===== src/rtl/wrr_arbiter.sv =====
// Weighted round-robin arbiter: one grant at a time, held until done/request drop,
// with per-requester weights giving back-to-back bonus grants and a hold timeout.
module wrr_arbiter #(
  parameter int N   = 4,
  parameter int WW  = 2,
  parameter int TMO = 16
) (
  input  logic                  clk,
  input  logic                  rst,
  input  logic [N-1:0]          req,
  input  logic [N-1:0]          done,
  input  logic [N*WW-1:0]       weight,
  output logic [N-1:0]          grant,
  output logic                  grant_valid,
  output logic [$clog2(N)-1:0]  grant_id,
  output logic                  timeout
);

  localparam int IW = $clog2(N);
  localparam int HW = $clog2(TMO);
  localparam logic [HW-1:0] HOLD_LAST = HW'(TMO - 1);

  localparam logic [0:0] IDLE = 1'b0;
  localparam logic [0:0] BUSY = 1'b1;

  logic [0:0]    state;
  logic [IW-1:0] ptr;
  logic [WW-1:0] cred;
  logic [HW-1:0] hold;

  logic          win_found;
  logic [IW-1:0] win_id;
  logic [IW-1:0] scan_id;
  logic [WW-1:0] win_weight;
  logic [WW-1:0] next_cred;
  logic [IW-1:0] next_ptr;
  logic          release_now;

  function automatic logic [IW-1:0] wrap_inc(input logic [IW-1:0] v);
    return (int'(v) == N - 1) ? '0 : v + 1'b1;
  endfunction

  // Scan from the farthest offset down so the offset closest to ptr wins last.
  always_comb begin
    win_found = 1'b0;
    win_id    = '0;
    scan_id   = '0;
    for (int i = N - 1; i >= 0; i--) begin
      scan_id = IW'((int'(ptr) + i) % N);
      if (req[scan_id]) begin
        win_found = 1'b1;
        win_id    = scan_id;
      end
    end
  end

  always_comb begin
    win_weight = weight[int'(win_id)*WW +: WW];
    if ((win_id == ptr) && (cred != '0)) begin
      next_cred = cred - 1'b1;
    end else begin
      next_cred = win_weight;
    end
    next_ptr = (next_cred == '0) ? wrap_inc(win_id) : win_id;
  end

  assign release_now = done[grant_id] | ~req[grant_id];

  // Release is checked before the hold limit so a coincident done never times out.
  always_ff @(posedge clk) begin
    if (rst) begin
      state       <= IDLE;
      grant       <= '0;
      grant_valid <= 1'b0;
      grant_id    <= '0;
      timeout     <= 1'b0;
      ptr         <= '0;
      cred        <= '0;
      hold        <= '0;
    end else begin
      timeout <= 1'b0;
      case (state)
        IDLE: begin
          if (win_found) begin
            state       <= BUSY;
            grant       <= N'(1) << win_id;
            grant_valid <= 1'b1;
            grant_id    <= win_id;
            hold        <= '0;
            cred        <= next_cred;
            ptr         <= next_ptr;
          end
        end
        BUSY: begin
          if (release_now) begin
            state       <= IDLE;
            grant       <= '0;
            grant_valid <= 1'b0;
            grant_id    <= '0;
          end else if (hold == HOLD_LAST) begin
            state       <= IDLE;
            grant       <= '0;
            grant_valid <= 1'b0;
            grant_id    <= '0;
            timeout     <= 1'b1;
            ptr         <= wrap_inc(grant_id);
            cred        <= '0;
          end else begin
            hold <= hold + 1'b1;
          end
        end
        default: state <= IDLE;
      endcase
    end
  end

endmodule


===== config.mk =====
export PLATFORM = sky130hd
export DESIGN_NAME = wrr_arbiter
export DESIGN_NICKNAME = d
export VERILOG_FILES = /design/src/rtl/wrr_arbiter.sv
export SDC_FILE = /design/constraint.sdc
export NUM_CORES = 1
export LEC_CHECK = 0
export ABC_CLOCK_PERIOD_IN_PS = 3200
export BUFFER_PORTS_ARGS = -buffer_cell sky130_fd_sc_hd__clkbuf_2
export CAP_MARGIN = 20
export CORE_MARGIN = 1.5
export CORE_UTILIZATION = 57
export DETAILED_ROUTE_END_ITERATION = 16
export PLACE_DENSITY_LB_ADDON = 0.12
export SETUP_SLACK_MARGIN = 0.2
export SKIP_CTS_REPAIR_TIMING = 1
export SYNTH_ARGS = -nofsm -noshare
export SYNTH_HDL_FRONTEND = slang
export SYNTH_SLANG_ARGS = --single-unit

===== constraint.sdc =====
create_clock -name clk -period 3.2 [get_ports clk]
set_clock_uncertainty 0.2 [all_clocks]
set_input_delay 0.32 -clock clk [delete_from_list [all_inputs] [get_ports clk]]
set_output_delay 0.32 -clock clk [all_outputs]
set_load 0.02 [all_outputs]

[Yosys cells after proc, flatten, opt, wreduce, memory -nomap -nowiden]
Index checks and enable logic that the tools add are counted.
Widths: inputs -> output; s select.
Word-level totals
  register bits: 17
  bits of input ports: 18
Cells by class
  add/subtract/negate cells: 7
  $lt $le $gt $ge: 5
  equality and inequality tests: 9
  shifts and indexed selects: 2
  multiplexer cells: 52
  bitwise logic cells: 3
  reduce and logical (&&, ||, !) cells: 7
Operators with widths (number)
  $mux 2: 16
  $mux 4: 6
  $mux 1: 17
  $pmux 4 s2: 2
  $lt 2x3->1 const B: 5
  $bmux 1 s2: 6
  $pmux 2 s2: 3
  $shiftx 8x4->2: 1
  $add 2x1->2 const B: 3
  $ne 2x2->1 const B: 3
  $reduce_and 3->1: 2
  $add 2x2->2 const B: 2
  $add 4x1->4 const B: 1
  $eq 2x1->1 const B: 2
  $eq 4x4->1 const B: 1
  $pmux 1 s2: 2
  $shl 1x2->4 const A: 1
  $ne 3x1->1 const B: 1
  $reduce_or 3->1: 1
  $eq 2x2->1: 1
  $logic_not 2->1: 1
  $ne 2x1->1 const B: 1
  $not 1->1: 2
  $reduce_and 2->1: 1
  4 further kinds: 4

[Depth between registers and ports, before layout]
Gate-level depths: netlist (run 1).
  depth after elaboration: 14
  depth in mapped cells: 9
  depth with buffers taken out: 7

[Least setup slack after synthesis (run 1)]
No wires, ideal clock.
  kind: register to register
  start: register cred[0]
  end: register ptr[0]
  data arrival time: 1.752 ns
  required time: 2.871 ns
  setup slack: 1.119 ns
  cell stages (with the launch flop): 9
  path buffers: 1
  cells stage by stage: dfxtp_1 > inv_1 > ha_1 > or4_1 > buf_6 > a21oi_4 > a211oi_2 > a211oi_2 > nor3_1
On the way
  longest elaborated chain between the ends: 7
RTL lines
  from (decl): RTL line 28  | logic [WW-1:0] cred;
  from (signal assigned): RTL line 90  | cred <= next_cred;
  branches (longest 2 deep; another with $sub 2x1->2)
  $mux 2 (*): RTL line 59  | if ((win_id == ptr) && (cred != '0)) begin
  $logic_not 2->1 (*): RTL line 64  | next_ptr = (next_cred == '0) ? wrap_inc(win_id) : win_id;
  $mux 2 (*): RTL line 64
  $mux 2 (*): RTL line 84  | if (win_found) begin
  $pmux 2 s2 (*): RTL line 82  | case (state)
  to (signal assigned): RTL line 91  | ptr <= next_ptr;
  to (signal assigned): RTL line 106  | ptr <= wrap_inc(grant_id);
  to (decl): RTL line 27  | logic [IW-1:0] ptr;
Mark *: on every way between the ends. The select of a mux whose other input is x is not followed.
A chain may end at the register's enable or synchronous reset.

[Worst setup path after layout (run 1)]
Same ends and word-level chain as after synthesis.

==> results of run 1 <==
==> logic make-up after synthesis <==
group | Yosys count
buffers and inverters | 16
AO/OA/AOI/OAI | 34
multiplexers | 14
flip-flops | 17
AND/OR/NAND/NOR | 45
adder cells (fa/ha/maj) | 7
XOR/XNOR | 2
==> report_power, final <==
part           switching [mW]  internal [mW]
Combinational           0.163          0.129
Sequential             0.0360          0.238
Clock                  0.0609         0.0483
Total                   0.260          0.416
==> worst min path at each step <==
stage,startpoint,endpoint,slack [ns],cells after the start
after global routing,rst,hold[0],0.27,2
after floorplan,cred[1],cred[1],0.25,1
after detailed placement,grant[2],grant[2],0.29,2
final,rst,hold[0],0.24,2
after CTS,rst,hold[0],0.24,2
after global placement,grant_valid,grant_valid,0.27,2
==> flip-flops by register name, indices dropped and copies added, names as in the netlist <==
| register | flops |
|---|---|
| grant | 4 |
| hold | 4 |
| state | 1 |
| timeout | 1 |
| grant_valid | 1 |
| ptr | 2 |
| grant_id | 2 |
| cred | 2 |
==> through the flow <==
step | instances | cell area (µm²) | hold WS, ns
CTS | 183 | 1296 | 0.2364
floorplan | 135 | 1171 | 0.2491
global route | 183 | 1296 | 0.2676
detailed placement | 179 | 1270 | 0.2887
global placement | 179 | 1270 | 0.2684
finish | 183 | 1296 | 0.2430
==> per-layer routing <==
metal	share of wire [%]	wire length [µm]	GRT usage (%)
met2	51	1214	37.50
met5	0	0	0
met1	46	1092	27.70
met3	2.1	49	2.160
met4	0.34	8	5.714
==> layout by cell type, fill, tap and decap left out, types with 2 or more instances in the layout <==
cell type	synthesis	layout
inv_1	7	7
a211oi_2	2	2
nand2_1	6	6
or2_2	2	2
nand3_1	4	4
a31oi_1	2	2
clkbuf_4	0	3
a21oi_1	8	8
a22o_1	2	2
clkbuf_2	0	25
nor2_1	20	20
nand2b_1	3	3
mux2i_1	10	10
o21ai_0	2	2
ha_1	7	7
nor3_1	3	3
and3_1	2	2
a22oi_1	6	6
o21ai_1	2	2
o221ai_1	2	2
mux2_2	3	3
dfxtp_1	17	17
==> cell type report <==
cell class                 instances  share of cell area (%)
timing repair buffer              25                   9.653
tap                               27                   2.606
inverter                           8                   2.317
multi-input combinational        102                   57.14
sequential                        17                   26.25
clock buffer                       4                   2.027
==> flow_summary.rst, run 1 <==
.. list-table::
   :header-rows: 1

   * - Metric
     - Value
   * - Adder-Cell Fraction of Synth Area
     - 7.479%
   * - Buffers & Inverters on Critical Path
     - 1
   * - Final global-route overflow total
     - 0
   * - Unrepaired setup endpoints after global routing
     - no
   * - Category of the critical setup timing path
     - reg2reg
   * - Top delay family on crit path
     - simple AND/OR/NAND/NOR gates
   * - Post-Synth XOR/XNOR Area
     - 1.496%
   * - CTS H-tree lvls
     - 1
   * - Vias in the first global route
     - 954
   * - Top-level I/O count
     - 26
   * - Proportion of synthesized area in mux cells
     - 12.39%
   * - Leak pwr
     - 0.5625 nW
   * - Clk root buf
     - clkbuf_4
   * - Outcome
     - finished, final reports clean
   * - DR DRC count
     - 0
   * - Die height
     - 48.33 µm
   * - Pins Over Slew Limit
     - 0
   * - Multi-input logic area
     - 740.7 µm²
   * - Total standard cell area after synthesis
     - 1171 µm²
   * - Max rail drop VDD
     - 0.4083 mV
   * - Core area
     - 1942 µm²
   * - List of most frequent post-synthesis cells
     - nor2_1, dfxtp_1, mux2i_1
   * - Ys flop type
     - dfxtp_1
   * - Largest buffer count on any clock path
     - 2
   * - Cts bufs inserted
     - 3
   * - Worst-skew pair later-pin latency
     - 0.28 ns
   * - Class of the worst hold path
     - in2reg
   * - Area enclosed by the die boundary
     - 2335 µm²
   * - ANT cells
     - 0
   * - # Max-Cap Violations
     - 0
   * - Hold Fails Final Rpt
     - 0
   * - Width of the die
     - 48.33 µm
   * - Count of state elements after synthesis
     - 17
   * - Final setup viols
     - 0
   * - Portion of the clock cycle consumed by the worst path in the final layout
     - 74.28%
   * - Critical Path End Type
     - flip-flop
   * - CTS tree
     - built
   * - Number of fill cells
     - 180
   * - Average wire per cell in the routed design
     - 12.92 µm
   * - Combinational family with the most area after synthesis
     - compound AO/OA/AOI/OAI gates
   * - Initial DRC count
     - 26
   * - Simple-gate share of the synthesized area
     - 18.38%
   * - Number of nets still failing antenna checks after routing
     - 0
   * - Maximum fanout along the worst path
     - 8
   * - Endpoint of the worst register-to-register path
     - ptr[0]
   * - Portion of synthesized cell area occupied by the leading cell type
     - 29.06%
   * - Post-synthesis compound-gate area fraction
     - 23.50%
   * - FMAX
     - 420.7 MHz
   * - Maximum number of pins on one net before global-route repair
     - 19
   * - Placement-stage worst setup slack
     - 0.8267 ns
   * - Reg2reg setup slack
     - 0.82 ns
   * - Number of antenna violations at the first check in global routing
     - 0
   * - Pwr/cell area
     - 521.2 nW/µm²
   * - Async SR Flop Fraction
     - 0%
   * - CTS Sinks
     - 17
   * - Drt pass-1 iters
     - 4
   * - Row count
     - 16
   * - Launching instance or port of the critical path
     - cred[0]
   * - Seq. cell area
     - 340.3 µm²
   * - Stages on worst setup path
     - 7
   * - Final worst slack
     - 0.8231 ns
   * - Worst Reg-to-Reg Cells
     - 7
   * - Quantity of I/O buffers inserted on ports
     - 25
   * - Slowest cell delay on critical path
     - 0.72 ns
   * - Total Routing Usage GR
     - 21.23%
   * - Req. time, crit path
     - 3.16 ns
   * - Largest cells by area after synthesis
     - dfxtp_1, mux2i_1, ha_1, nor2_1, a22oi_1
   * - Detailed placer's ending HPWL
     - 1845 µm
   * - Sequence of cells on the critical path
     - inv_1 -> ha_1 -> or4_1 -> a21oi_4 -> a211oi_2 -> a211oi_2 -> nor3_1
   * - Number of enable flip-flop cells after synthesis
     - 0
   * - Critical Path End
     - ptr[0]
   * - Cell occurring most often along the worst timing path
     - a211oi_2
   * - Global placer's final weighted congestion
     - 0.8304
   * - Remaining max-slew budget at the tightest pin
     - 53.44%
   * - Setup TNS
     - 0 ns
   * - Total power consumption of the routed design
     - 0.6756 mW
   * - Utilization of the core after routing
     - 66.75%
   * - Post-detailed-route via-to-cell ratio
     - 5.639
   * - Total number of nets in the final design
     - 182
   * - Clock slew seen by the registers of the worst setup and hold paths
     - 0.09 ns
   * - Most frequent cell after synthesis
     - nor2_1
   * - Number of library cell types mapped by synthesis
     - 41
   * - Starting utilization of the core area
     - 60.31%
   * - Synthesized instance count
     - 135
   * - Actual slew at the worst max-slew pin
     - 0.6958 ns
   * - Vias after detailed routing
     - 1032
   * - Number of nets produced by synthesis
     - 160
   * - Layout cell share with drive strength beyond 1
     - 25.64%
   * - Arrival time reported for the critical path endpoint
     - 2.34 ns
   * - Avg Inst Size Synth
     - 8.675 µm²
   * - Leading area contributor after synthesis
     - dfxtp_1
   * - First-pass GRT wire length
     - 3995 µm
   * - Worst reg2reg path startpoint
     - cred[0]
   * - Area added between synthesis and finish
     - 10.68%
   * - Slowest cell on the critical path
     - or4_1
   * - Post-synthesis sequential area ratio
     - 29.06%
   * - Post-route minimum period
     - 2.377 ns
   * - Count of synthesis-stage warnings from yosys
     - 0
   * - Startpoint type of the worst setup path
     - flip-flop
   * - Total Routed Length
     - 2364 µm
No activity file was read; power rests on OpenSTA's default activity.
==> run 2, diff against run 1 <==
--- a/config.mk
+++ b/config.mk
@@ -5,11 +5,12 @@
 export SDC_FILE = /design/constraint.sdc
 export NUM_CORES = 1
 export LEC_CHECK = 0
-export ABC_CLOCK_PERIOD_IN_PS = 3200
+export ABC_AREA = 1
+export ABC_CLOCK_PERIOD_IN_PS = 2200
 export BUFFER_PORTS_ARGS = -buffer_cell sky130_fd_sc_hd__clkbuf_2
 export CAP_MARGIN = 20
 export CORE_MARGIN = 1.5
-export CORE_UTILIZATION = 57
+export CORE_UTILIZATION = 54
 export DETAILED_ROUTE_END_ITERATION = 16
 export PLACE_DENSITY_LB_ADDON = 0.12
 export SETUP_SLACK_MARGIN = 0.2
==> constraint.sdc (replaced) <==
create_clock -name clk -period 2.2 [get_ports clk]
set_clock_uncertainty 0.2 [all_clocks]
set_input_delay 0.22 -clock clk [delete_from_list [all_inputs] [get_ports clk]]
set_output_delay 0.22 -clock clk [all_outputs]
set_load 0.02 [all_outputs]
==> flow_summary.rst, run 2 <==
.. list-table::
   :header-rows: 1

   * - Metric
     - Value
   * - Outcome
     - complete, but fails checks
   * - Violations in the final reports
     - setup timing
   * - List of most frequent post-synthesis cells
     - nand2_1, inv_1, nand3_1
   * - Area enclosed by the die boundary
     - 2718 µm² (+16%)
   * - Total power consumption of the routed design
     - 3.049 mW (+350%)
   * - Unrepaired setup endpoints after global routing
     - yes
   * - Portion of synthesized cell area occupied by the leading cell type
     - 26.10% (-3.0 points)
   * - Vias after detailed routing
     - 1463 (+42%)
   * - Cell area after layout
     - 1894 µm² (+46%)
   * - WHS Path Cells
     - 2 (unchanged)
   * - Adder-Cell Fraction of Synth Area
     - 6.718% (-0.76 points)
   * - Post-detailed-placement cell area
     - 1580 µm² (+24%)
   * - Cell count after placement
     - 257 (+44%)
   * - Count of synthesis-stage warnings from yosys
     - 0 (unchanged)
   * - Critical Path End Type
     - flip-flop
   * - Simple-gate share of the synthesized area
     - 47.12% (+29 points)
   * - CTS H-tree lvls
     - 1 (unchanged)
   * - Drt pass-1 iters
     - 4 (unchanged)
   * - Class of the worst hold path
     - in2reg
   * - # Max-Cap Violations
     - 0 (unchanged)
   * - Starting utilization of the core area
     - 57.82% (-2.5 points)
   * - Maximum fanout along the worst path
     - 5 (-3)
   * - Largest registers
     - grant: 4 flops, hold: 4 flops
   * - Final setup viols
     - 2 (+2)
   * - Number of antenna violations at the first check in global routing
     - 0 (unchanged)
   * - Post-synthesis sequential area ratio
     - 26.10% (-3.0 points)
   * - Startpoint type of the worst setup path
     - flip-flop
   * - Total number of nets in the final design
     - 263 (+45%)
   * - Worst reg2reg path startpoint
     - ptr[1]
   * - Worst Reg-to-Reg Cells
     - 15 (+8)
   * - Max rail drop VDD
     - 1.140 mV (+180%)
   * - Maximum number of pins on one net before global-route repair
     - 15 (-4)
   * - Total Routing Usage GR
     - 24.38% (+3.2 points)
   * - Area added between synthesis and finish
     - 45.30%
   * - Quantity of I/O buffers inserted on ports
     - 25 (unchanged)
   * - Remaining max-slew budget at the tightest pin
     - 81.25% (+28 points)
   * - Setup TNS
     - -0.1859 ns (-0.1859 ns)
   * - Clk root buf
     - clkbuf_4
   * - Avg Inst Size Synth
     - 6.720 µm² (-23%)
   * - Startpoint of the most critical hold path
     - rst
   * - Width of the die
     - 52.14 µm (+7.9%)
   * - Number of nets still failing antenna checks after routing
     - 0 (unchanged)
   * - Total Routed Length
     - 3824 µm (+62%)
   * - Reg2reg setup slack
     - -0.10 ns (-0.93 ns)
   * - Largest buffer count on any clock path
     - 2 (unchanged)
   * - Async SR Flop Fraction
     - 0% (unchanged)
   * - Post-synthesis compound-gate area fraction
     - 9.981% (-14 points)
   * - Post-route minimum period
     - 2.303 ns (-0.07435 ns)
   * - Vias in the first global route
     - 1233 (+29%)
   * - Pins Over Slew Limit
     - 0 (unchanged)
   * - DR DRC count
     - 0 (unchanged)
   * - Worst-skew pair later-pin latency
     - 0.30 ns (+0.02 ns)
   * - Post-detailed-route via-to-cell ratio
     - 5.521 (-2.1%)
   * - Utilization of the core after routing
     - 84.02% (+17 points)
   * - Number of library cell types mapped by synthesis
     - 29 (-29%)
   * - FMAX
     - 434.3 MHz (+3.2%)
   * - First-pass GRT wire length
     - 4961 µm (+24%)
   * - Proportion of synthesized area in mux cells
     - 0% (-12 points)
   * - Core area
     - 2255 µm² (+16%)
   * - Row count
     - 17 (+1)
   * - Synthesized instance count
     - 194 (+44%)
   * - Arrival time reported for the critical path endpoint
     - 2.31 ns (-0.03 ns)
   * - Category of the critical setup timing path
     - reg2reg
   * - Portion of the clock cycle consumed by the worst path in the final layout
     - 104.7% (+30 points)
   * - Cts bufs inserted
     - 3 (unchanged)
   * - Total standard cell area after synthesis
     - 1304 µm² (+11%)
   * - Leading area contributor after synthesis
     - dfxtp_1
   * - Final cell count without fillers
     - 265 (+45%)
   * - Final global-route overflow total
     - 0 (unchanged)
   * - Die height
     - 52.14 µm (+7.9%)
   * - Final worst slack
     - -0.1025 ns (-0.9257 ns)
   * - Average wire per cell in the routed design
     - 14.43 µm (+12%)
   * - Detailed placer's ending HPWL
     - 2396 µm (+30%)
   * - Most frequent cell after synthesis
     - nand2_1
   * - Most common cell after layout, fill and taps aside
     - nand2_1
   * - Number of enable flip-flop cells after synthesis
     - 0 (unchanged)
   * - Leak pwr
     - 0.8970 nW (+59%)
   * - Initial DRC count
     - 51 (+96%)
   * - Combinational family with the most area after synthesis
     - simple AND/OR/NAND/NOR gates
   * - ANT cells
     - 0 (unchanged)
   * - CTS Sinks
     - 17 (unchanged)
   * - CTS tree
     - built
   * - Most used cells in the layout excluding fill and tap cells
     - nand2_1, clkbuf_2, nand2_4
   * - Clock slew seen by the registers of the worst setup and hold paths
     - 0.11 ns (+0.02 ns)
   * - Pwr/cell area
     - 1610 nW/µm² (+210%)
   * - Count of state elements after synthesis
     - 17 (unchanged)
   * - Layout cell share with drive strength beyond 1
     - 50.21% (+25 points)
   * - Hold Fails Final Rpt
     - 0 (unchanged)
   * - Hold worst-path end
     - grant_valid
   * - Endpoint of the worst register-to-register path
     - ptr[1]
   * - Req. time, crit path
     - 2.21 ns (-0.95 ns)
   * - Actual slew at the worst max-slew pin
     - 0.2791 ns (-0.4167 ns)
   * - Ys flop type
     - dfxtp_1
   * - Number of nets produced by synthesis
     - 219 (+37%)
   * - Largest cells by area after synthesis
     - dfxtp_1, nand2_1, nand3_1, inv_1, ha_1
   * - Top-level I/O count
     - 26 (unchanged)
   * - Post-Synth XOR/XNOR Area
     - 0% (-1.5 points)
   * - Global placer's final weighted congestion
     - 0.8820 (+6.2%)
## run 2: changes by cell type in the layout (fill, tap and decap cells not counted), sizes merged, moves of 4 or more
cell | previous run | this run
buf | 0 | 16
mux2 | 4 | 0
nand3 | 4 | 26
inv | 8 | 29
nor2 | 20 | 8
a22oi | 6 | 0
a21oi | 9 | 15
nand2 | 6 | 71
mux2i | 10 | 0
## run 2: cells by family after synthesis
family | count (synthesis)
AND/OR/NAND/NOR | 117
buffers and inverters | 31
AO/OA/AOI/OAI | 22
flip-flops | 17
adder cells (fa/ha/maj) | 7
## run 2: routing by layer
| metal | global-route usage (%) | routed length [µm] | part of all wire [%] | up-vias |
|---|---|---|---|---|
| met5 | 0 | 0 | 0 | - |
| met4 | 4.274 | 80 | 2.1 | 0 |
| met3 | 5.172 | 185 | 4.8 | 16 |
| met2 | 44.30 | 1987 | 52 | 54 |
| met1 | 29.66 | 1572 | 41 | 681 |
| li1 | - | - | - | 712 |
## run 2: area by class of cell
type / count / area, µm²
fill: 139 / 360.3
clock buffer: 3 / 22.52
sequential: 17 / 346.6
multi-input combinational: 146 / 1089
clock inverter: 1 / 7.507
timing repair buffer: 41 / 261.5
tap: 28 / 35.03
inverter: 29 / 132.6
## run 2: where the power goes
group          total, mW  leakage (nW)  switching (mW)  internal, mW
sequential         0.491         0.141          0.0861         0.405
clock              0.181        0.0139           0.112        0.0693
combinational       2.38         0.742            1.46         0.917
## run 2: worst max-delay path by stage
| stage | start | endpoint |
|---|---|---|
| finish | ptr[1] | ptr[1] |
| global route | ptr[1] | ptr[1] |
| CTS | ptr[0] | ptr[1] |
| detailed placement | ptr[0] | ptr[1] |
| global placement | ptr[1] | ptr[1] |
| floorplan | ptr[0] | ptr[1] |
## run 2: stage by stage
step / setup slack (ns) / hold WS (ns)
after CTS: -0.05167 / 0.05570
after detailed placement: -0.03044 / 0.2528
after global placement: -0.01014 / 0.2508
final: -0.1025 / 0.06492
after global routing: -0.2293 / 0.07243
after floorplan: 0.1248 / 0.08907
## run 2: worst max-delay path: stages (launching register included)
cell and delay [ns]:
dfxtp_2 0.44, inv_2 0.10, nand2_1 0.12, nand2_4 0.07, nand2_4 0.08, nand2_8 0.07
nor2_4 0.12, nand2_1 0.08, a21oi_2 0.21, nand4_1 0.21, nand2_4 0.16, nand3_1 0.09
nand3_1 0.10, nand3_1 0.07, nand2_1 0.06, inv_1 0.03
==> run 3, diff against run 2 <==
--- a/config.mk
+++ b/config.mk
@@ -5,13 +5,14 @@
 export SDC_FILE = /design/constraint.sdc
 export NUM_CORES = 1
 export LEC_CHECK = 0
-export ABC_AREA = 1
+export ABC_AREA = 0
 export ABC_CLOCK_PERIOD_IN_PS = 2200
 export BUFFER_PORTS_ARGS = -buffer_cell sky130_fd_sc_hd__clkbuf_2
 export CAP_MARGIN = 20
 export CORE_MARGIN = 1.5
-export CORE_UTILIZATION = 54
+export CORE_UTILIZATION = 53
 export DETAILED_ROUTE_END_ITERATION = 16
+export MAX_ROUTING_LAYER = met4
 export PLACE_DENSITY_LB_ADDON = 0.12
 export SETUP_SLACK_MARGIN = 0.2
 export SKIP_CTS_REPAIR_TIMING = 1
==> flow_summary.rst, run 3 (synthesis gave the netlist of run 1 again) <==
.. list-table::
   :header-rows: 1

   * - Metric
     - Value
   * - Outcome
     - finished, final reports clean
   * - Largest buffer count on any clock path
     - 2 (unchanged)
   * - # Max-Cap Violations
     - 0 (unchanged)
   * - Maximum fanout along the worst path
     - 8 (+3)
   * - Total power consumption of the routed design
     - 1.141 mW (-63%)
   * - CTS Sinks
     - 17 (unchanged)
   * - Sequence of cells on the critical path
     - a21oi_2 -> o21ai_1 -> o2bb2a_4 -> mux2_2 -> mux2i_1 -> a211o_1 -> o221ai_1
   * - Startpoint of the most critical hold path
     - rst
   * - Layout cell share with drive strength beyond 1
     - 37.13% (-13 points)
   * - Drt pass-1 iters
     - 4 (unchanged)
   * - FMAX
     - 502.7 MHz (+16%)
   * - Width of the die
     - 50.01 µm (-4.1%)
   * - Final global-route overflow total
     - 0 (unchanged)
   * - Slowest cell delay on critical path
     - 0.39 ns (-0.05 ns)
   * - Reg2reg setup slack
     - 0.21 ns (+0.31 ns)
   * - Number of antenna violations at the first check in global routing
     - 0 (unchanged)
   * - Category of the critical setup timing path
     - reg2reg
   * - Most used cells in the layout excluding fill and tap cells
     - clkbuf_2, nor2_1, dfxtp_1
   * - Clk root buf
     - clkbuf_4
   * - Remaining max-slew budget at the tightest pin
     - 59.44% (-22 points)
   * - Req. time, crit path
     - 2.17 ns (-0.04 ns)
   * - Worst Reg-to-Reg Cells
     - 7 (-8)
   * - Total number of nets in the final design
     - 193 (-27%)
   * - Multi-input logic area
     - 782.0 µm² (-28%)
   * - Worst-skew pair later-pin latency
     - 0.29 ns (about the same)
   * - CTS tree
     - built
   * - Arrival time reported for the critical path endpoint
     - 1.96 ns (-0.35 ns)
   * - Vias in the first global route
     - 1024 (-17%)
   * - Seq. cell area
     - 350.3 µm² (+1.1%)
   * - Detailed placer's ending HPWL
     - 1987 µm (-17%)
   * - Final setup viols
     - 0 (-2)
   * - Cts bufs inserted
     - 3 (unchanged)
   * - Vias after detailed routing
     - 1094 (-25%)
   * - Number of fill cells
     - 170 (+22%)
   * - Initial DRC count
     - 25 (-51%)
   * - Leak pwr
     - 0.6379 nW (-29%)
   * - Slowest cell on the critical path
     - dfxtp_4
   * - Pins Over Slew Limit
     - 0 (unchanged)
   * - Setup TNS
     - 0 ns (+0.1859 ns)
   * - Die height
     - 50.01 µm (-4.1%)
   * - Quantity of I/O buffers inserted on ports
     - 25 (unchanged)
   * - Area enclosed by the die boundary
     - 2501 µm² (-8.0%)
   * - Class of the worst hold path
     - in2reg
   * - Critical Path End Type
     - flip-flop
   * - Core area
     - 2022 µm² (-10%)
   * - Startpoint type of the worst setup path
     - flip-flop
   * - Post-route minimum period
     - 1.989 ns (-0.3132 ns)
   * - Total Routing Usage GR
     - 23.13% (-1.3 points)
   * - Pwr/cell area
     - 786.7 nW/µm² (-51%)
   * - Global placer's final weighted congestion
     - 0.7977 (-9.6%)
   * - CTS H-tree lvls
     - 1 (unchanged)
   * - Average wire per cell in the routed design
     - 13.91 µm (-3.6%)
   * - Area added between synthesis and finish
     - 23.82%
   * - Number of nets still failing antenna checks after routing
     - 0 (unchanged)
   * - Clock slew seen by the registers of the worst setup and hold paths
     - 0.10 ns (about the same)
   * - ANT cells
     - 0 (unchanged)
   * - Hold worst-path end
     - state
   * - Total Routed Length
     - 2698 µm (-29%)
   * - Top-level I/O count
     - 26 (unchanged)
   * - Most common cell after layout, fill and taps aside
     - clkbuf_2
   * - Max rail drop VDD
     - 0.5545 mV (-51%)
   * - Row count
     - 16 (-1)
   * - Unrepaired setup endpoints after global routing
     - yes
   * - Portion of the clock cycle consumed by the worst path in the final layout
     - 90.43% (-14 points)
   * - Starting utilization of the core area
     - 57.92% (+0.096 points)
   * - Final cell count without fillers
     - 194 (-27%)
   * - First-pass GRT wire length
     - 4402 µm (-11%)
   * - Actual slew at the worst max-slew pin
     - 0.6061 ns (+0.3271 ns)
   * - Post-detailed-route via-to-cell ratio
     - 5.639 (+2.1%)
   * - Endpoint of the worst register-to-register path
     - ptr[1]
   * - Cell count after placement
     - 185 (-28%)
   * - Maximum number of pins on one net before global-route repair
     - 19 (+4)
   * - Largest registers
     - grant: 4 flops, hold: 4 flops
   * - Worst reg2reg path startpoint
     - ptr[1]
   * - Hold Fails Final Rpt
     - 0 (unchanged)
   * - WHS Path Cells
     - 2 (unchanged)
   * - DR DRC count
     - 0 (unchanged)
-- run 3: changes by cell type in the layout (fill, tap and decap cells not counted), moves of 4 or more --
cell / before / now
nand2_1: 31 / 6
nand2_4: 22 / 0
nand2_2: 16 / 0
nor2_1: 4 / 19
inv_1: 21 / 7
nand3_1: 15 / 4
nand3_2: 10 / 0
mux2i_1: 0 / 9
a21oi_1: 12 / 5
a22oi_1: 0 / 6
buf_4: 14 / 8
nor2_4: 4 / 0
-- run 3: how the worst max path moves through the flow --
| stage | endpoint | slack [ns] | startpoint |
|---|---|---|---|
| finish | ptr[1] | 0.21 | ptr[1] |
| global route | ptr[1] | 0.12 | ptr[1] |
| CTS | ptr[0] | 0.04 | cred[0] |
| detailed placement | ptr[0] | 0.05 | req[1] |
| global placement | ptr[1] | 0.10 | ptr[1] |
| floorplan | ptr[0] | 0.19 | cred[0] |
-- run 3: metrics by stage --
step | cell area, µm² | hold slack (ns) | worst slack (ns) | utilization, %
2_1_floorplan | 1184 | 0.2491 | 0.1862 | -
3_3_place_gp | 1328 | 0.2721 | 0.1005 | 65.66
3_5_place_dp | 1328 | 0.2702 | 0.04882 | 65.66
4_1_cts | 1354 | 0.1432 | 0.04351 | 66.96
5_1_grt | 1450 | 0.1656 | 0.1228 | 71.72
6_report | 1450 | 0.1397 | 0.2106 | 71.72
-- run 3: layer usage --
metal | global-route usage, % | vias to the layer above | wire length (µm)
li1 | - | 556 | -
met1 | 26.08 | 513 | 1188
met5 | - | - | 0
met2 | 42.11 | 23 | 1421
met4 | 6.944 | 0 | 14
met3 | 2.727 | 2 | 73
-- run 3: worst max-delay path: cells and delay by family (launching register included) --
family / cells / cell delay [ns]
AO/OA/AOI/OAI: 5 / 0.71
multiplexers: 2 / 0.57
flip-flops: 1 / 0.39
-- run 3: layout make-up --
cell class / instances / area share [%]
Multi-Input combinational cell: 102 / 53.93
Sequential cell: 17 / 24.16
Timing Repair Buffer: 36 / 15.70
Tap cell: 27 / 2.330
Inverter: 8 / 2.071
Clock buffer: 4 / 1.812
-- run 3: where the power goes --
| group | internal [mW] | leakage, nW | switching [mW] |
|---|---|---|---|
| sequential | 0.354 | 0.141 | 0.0427 |
| combinational | 0.292 | 0.482 | 0.287 |
| clock | 0.0704 | 0.0150 | 0.0946 |
| total | 0.717 | 0.638 | 0.424 |
